[config.mk]
export PLATFORM = sky130hd
export DESIGN_NAME = mult_driver
export DESIGN_NICKNAME = d
export VERILOG_FILES = /design/src/rtl/mult_driver.sv
export SDC_FILE = /design/constraint.sdc
export NUM_CORES = 1
export LEC_CHECK = 0
export ABC_AREA = 1
export BUFFER_PORTS_ARGS = -buffer_cell sky130_fd_sc_hd__buf_2
export CAP_MARGIN = 20
export CORE_MARGIN = 2
export CORE_UTILIZATION = 30
export DETAILED_ROUTE_END_ITERATION = 10
export PLACE_DENSITY = 0.61
export SLEW_MARGIN = 20
export SYNTH_ARGS = -nofsm -noshare
export SYNTH_HDL_FRONTEND = slang
export SYNTH_SLANG_ARGS = --single-unit
[constraint.sdc]
create_clock -name clk -period 1.8 [get_ports clk]
set_clock_uncertainty 0.2 [all_clocks]
set_input_delay 0.18 -clock clk [delete_from_list [all_inputs] [get_ports clk]]
set_output_delay 0.18 -clock clk [all_outputs]
set_load 0.02 [all_outputs]
[src/rtl/mult_driver.sv]
// Initiator-side controller for the shift-add multiplier: takes an operand pair,
// starts the multiplier, collects the product (or times out) and offers the result downstream.
module mult_driver #(
    parameter int WIDTH   = 32,
    parameter int TIMEOUT = 64
) (
    input  logic               clk,
    input  logic               rst_n,
    input  logic               op_valid,
    output logic               op_ready,
    input  logic [WIDTH-1:0]   op_a,
    input  logic [WIDTH-1:0]   op_b,
    output logic               mul_valid_data,
    output logic [WIDTH-1:0]   mul_a,
    output logic [WIDTH-1:0]   mul_b,
    input  logic               mul_done,
    input  logic [2*WIDTH-1:0] mul_product,
    output logic               mul_ack,
    output logic               res_valid,
    input  logic               res_ready,
    output logic [2*WIDTH-1:0] res_product,
    output logic               res_err,
    output logic [15:0]        done_count
);

    localparam int WD_W = $clog2(TIMEOUT) + 1;

    typedef enum logic [2:0] {
        S_IDLE  = 3'd0,
        S_ISSUE = 3'd1,
        S_WAIT  = 3'd2,
        S_ACK   = 3'd3,
        S_OUT   = 3'd4
    } state_t;

    state_t               state_reg, state_next;
    logic [WIDTH-1:0]     mul_a_reg, mul_b_reg;
    logic [2*WIDTH-1:0]   res_product_reg;
    logic                 res_err_reg;
    logic [WD_W-1:0]      wd_count_reg;
    logic [15:0]          done_count_reg;

    logic                 idle_flag;
    logic                 accept;
    logic                 capture_done;
    logic                 capture_timeout;
    logic                 deliver;
    logic                 wd_clear;
    logic                 wd_inc;
    logic                 wd_expired;

    assign wd_expired = (wd_count_reg == WD_W'(TIMEOUT - 1));

    always_ff @(posedge clk or negedge rst_n) begin
        if (!rst_n) begin
            state_reg <= S_IDLE;
        end else begin
            state_reg <= state_next;
        end
    end

    always_comb begin
        state_next      = state_reg;
        idle_flag       = 1'b0;
        mul_valid_data  = 1'b0;
        mul_ack         = 1'b0;
        res_valid       = 1'b0;
        accept          = 1'b0;
        capture_done    = 1'b0;
        capture_timeout = 1'b0;
        deliver         = 1'b0;
        wd_clear        = 1'b0;
        wd_inc          = 1'b0;
        case (state_reg)
            S_IDLE: begin
                idle_flag = 1'b1;
                if (op_valid) begin
                    accept     = 1'b1;
                    state_next = S_ISSUE;
                end
            end
            S_ISSUE: begin
                mul_valid_data = 1'b1;
                wd_clear       = 1'b1;
                state_next     = S_WAIT;
            end
            S_WAIT: begin
                wd_inc = 1'b1;
                // A product arriving on the last allowed cycle still counts as success.
                if (mul_done) begin
                    capture_done = 1'b1;
                    state_next   = S_ACK;
                end else if (wd_expired) begin
                    capture_timeout = 1'b1;
                    state_next      = S_ACK;
                end
            end
            S_ACK: begin
                mul_ack    = 1'b1;
                state_next = S_OUT;
            end
            S_OUT: begin
                res_valid = 1'b1;
                if (res_ready) begin
                    deliver    = 1'b1;
                    state_next = S_IDLE;
                end
            end
            default: begin
                state_next = S_IDLE;
            end
        endcase
    end

    always_ff @(posedge clk or negedge rst_n) begin
        if (!rst_n) begin
            mul_a_reg       <= '0;
            mul_b_reg       <= '0;
            res_product_reg <= '0;
            res_err_reg     <= 1'b0;
            wd_count_reg    <= '0;
            done_count_reg  <= '0;
        end else begin
            if (accept) begin
                mul_a_reg <= op_a;
                mul_b_reg <= op_b;
            end
            if (wd_clear) begin
                wd_count_reg <= '0;
            end else if (wd_inc) begin
                wd_count_reg <= wd_count_reg + WD_W'(1);
            end
            if (capture_done) begin
                res_product_reg <= mul_product;
                res_err_reg     <= 1'b0;
            end else if (capture_timeout) begin
                res_product_reg <= '0;
                res_err_reg     <= 1'b1;
            end
            if (deliver) begin
                done_count_reg <= done_count_reg + 16'd1;
            end
        end
    end

    // Gated by reset so upstream never sees ready while the block is held in reset.
    assign op_ready    = idle_flag & rst_n;
    assign mul_a       = mul_a_reg;
    assign mul_b       = mul_b_reg;
    assign res_product = res_product_reg;
    assign res_err     = res_err_reg;
    assign done_count  = done_count_reg;

endmodule
==> flow_summary_export.csv <==
group,metric,value,unit
critical_path,start_kind,"flop",
timing,rsz0062_at_grt,"yes",
job,drv_cap,0,
global_routing,grt_pass1_wl,27600,um
critical_path,cp_cell_sequence,"nor2_4 -> buf_4 -> nand3_4 -> buf_6 -> mux2_1",
timing,slew_violations,0,
route,viasPerCell,4.30,
yosys,avgSynthCellArea,10.8,um^2
clock_network,clockBufferDepth,2,
clock_network,htree_levels,4,
critical_path,slowest_delay,440,ps
floorplan,core_area,0.0203,mm^2
global_routing,grt_util_all_layers,0.157,
power,worst_ir_drop_vdd,0.768,mV
route,drt-wirelength-per-cell,13.8,um
power,p_per_area,1630,mW/mm^2
critical_path,worstPathRequired,1890,ps
timing,setup_viol,0,
yosys,synth_edf_count,0,
cells_and_area,fin_nets,1144,
yosys,synthAdderAreaFrac,0.00402,
yosys,synth_nets,710,
floorplan,num_rows,52,
critical_path,r2r_start,"state_reg[0]",
cells_and_area,drive_gt1_frac,0.400,
clock_network,clk_latency,410,ps
critical_path,crit_type,"reg2reg",
timing,period_needed,1760,ps
critical_path,crit_start,"state_reg[0]",
outcome,run_status,"finished clean",
timing,slew_headroom,0.552,
clock_network,cts_tree,"yes",
floorplan,initial_core_util,0.307,
route,ant_nets,0,
yosys,ys.flop_type,"dfrtp_1",
clock_network,cts_buffers,17,
yosys,synth-seq-cells,155,
critical_path,critPathCaptureType,"flop",
yosys,synth-compound-area-share,0.0141,
yosys,yosys.area_share.simple,0.184,
yosys,ys_warn_count,0,
placement,dp_hpwl,11100,um
floorplan,die-area,0.0219,mm^2
clock_network,root_buffer,"clkbuf_16",
route,vias,5551,
timing,finalCritPeriodShare,0.976,
clock_network,clock_sinks,155,
critical_path,cp_max_fo,10,
yosys,synthesis.area,0.00622,mm^2
critical_path,critPathSlowestCell,"dfrtp_2",
power,leakagePower,0.00526,uW
floorplan,ios,282,
timing,clock.fmax,569,MHz
global_routing,grt_pass1_vias,5592,
clock_network,worst_setup_hold_path_clk_slew,70,ps
route,drt_iter0_drc,182,
yosys,yosysSeqAreaShare,0.623,
yosys,synth_cell_types,30,
global_routing,antenna_found_initial,0,
route,wl,17800,um
timing,fin_setup_tns,0,ps
floorplan,die_h,148,um
hold_path,hp-class,"in2async",
route,drc,0,
cells_and_area,fillCellCount,1808,
cells_and_area,diodes,0,
route,drtPass1Iterations,5,
floorplan,dieWidth,148,um
cells_and_area,area_delta_synth_final,60.9,%
global_routing,grt-ovfl-total,0,
timing,holdWs,153,ps
yosys,syn_inst,575,
yosys,synth_xor_area_frac,0.0127,
yosys,synth_mux_area_frac,0.116,
yosys,async_flop_share,1.00,
timing,hold_viol_final,0,
cells_and_area,regArea,0.00388,mm^2
global_routing,grt_max_degree,65,
cells_and_area,multi_input_area,0.00209,mm^2
yosys,synth_top_family_by_area,"simple AND/OR/NAND/NOR gates",
critical_path,cp_data_arrival_time,1840,ps
cells_and_area,largest_reg_flops,64,
placement,gp_congestion,0.771,
timing,tightestPinTransition,669,ps
placement,io_buffers,281,
layout by cell type (no fill, tap or decap), drive strengths merged:
master / n
a21oi: 3
a22o: 1
a22oi: 1
a31oi: 1
buf: 301
bufinv: 1
clkbuf: 20
clkinv: 4
clkinvlp: 2
dfrtp: 155
dlygate4sd3: 133
ha: 2
inv: 32
mux2: 64
nand2: 241
nand3: 12
nand3b: 1
nand4: 6
nor2: 19
nor3: 4
o21ai: 7
o21bai: 1
o31ai: 1
or2: 1
xnor2: 6
xor2: 3
report_power, final:
group | switching, uW | internal, uW | total [uW]
combinational | 4130 | 2840 | 6970
sequential | 805 | 4990 | 5790
clock | 1510 | 2010 | 3520
total | 6440 | 9840 | 16300
cell usage after synthesis (2+ instances only):
library cell	number	area [um^2]
a21oi_1	3	15.0
buf_2	2	10.0
buf_4	7	52.6
buf_6	11	124
dfrtp_1	155	3880
ha_1	2	25.0
inv_1	25	93.8
mux2_1	5	56.3
mux2_2	59	664
nand2_1	240	901
nand3_1	10	50.1
nand4_1	6	37.5
nor2_1	17	63.8
nor2_4	2	22.5
nor3_1	3	15.0
o21ai_0	7	35.0
xnor2_1	6	52.6
xor2_1	3	26.3
layer usage:
metal	wire length, um	GRT usage	part of all wire
met5	0	0	0
met3	1370	0.0485	0.077
met4	255	0.0486	0.014
met2	8640	0.265	0.48
met1	7560	0.193	0.42
per-stage QoR:
| stage | cell area (um^2) | worst slack (ps) | power [uW] | util | instances |
|---|---|---|---|---|---|
| floorplan | 6220 | 205 | 9960 | - | 575 |
| global placement | 8000 | 124 | 12200 | 0.394 | 1122 |
| detailed placement | 8000 | 114 | 12300 | 0.394 | 1122 |
| CTS | 9930 | -3.81 | 16200 | 0.489 | 1288 |
| global route | 10000 | -33.1 | 17300 | 0.493 | 1292 |
| finish | 10000 | 42.8 | 16300 | 0.493 | 1292 |
final cells by class:
| class | instances | area share |
|---|---|---|
| inverters | 26 | 0.00975 |
| flip-flops and latches | 155 | 0.388 |
| multi-input cells | 374 | 0.209 |
| repair buffers | 435 | 0.302 |
| well taps | 270 | 0.0338 |
| clock buffers | 19 | 0.0452 |
| clock inverters | 13 | 0.0130 |
critical path, delay by kind of cell, from the launching register on:
| kind | cells | cell delay (ps) |
|---|---|---|
| buffers and inverters | 2 | 350 |
| flip-flops | 1 | 440 |
| multiplexers | 1 | 320 |
| AND/OR/NAND/NOR | 2 | 320 |
cell families after synthesis:
group | count (synthesis)
flops | 155
buf+inv | 46
simple gates | 284
fa+ha+maj | 2
compound gates | 15
xor+xnor | 9
mux | 64
path summary, 6_finish.rpt:
kind,endpoint,slack [ps],depth (start not counted)
setup / recovery,mul_a[9],40,5
hold / removal,res_product[56],150,3
setup reg to reg,mul_a[9],40,5
hold reg to reg,res_product[30],270,2
max in group asynchronous,wd_count_reg[5],200,3
min in group clk,res_product[30],270,2
repair_timing:
action                                  CTS  global route
endpoints found under the setup margin    2            14
buffers inserted                          1             3
pin swaps                                 0             1
hold buffers                            133             0
gates cloned                              0             1
resized for setup                         3            10
endpoints found under the hold margin   286             0
No activity file was read; power rests on OpenSTA's default activity.
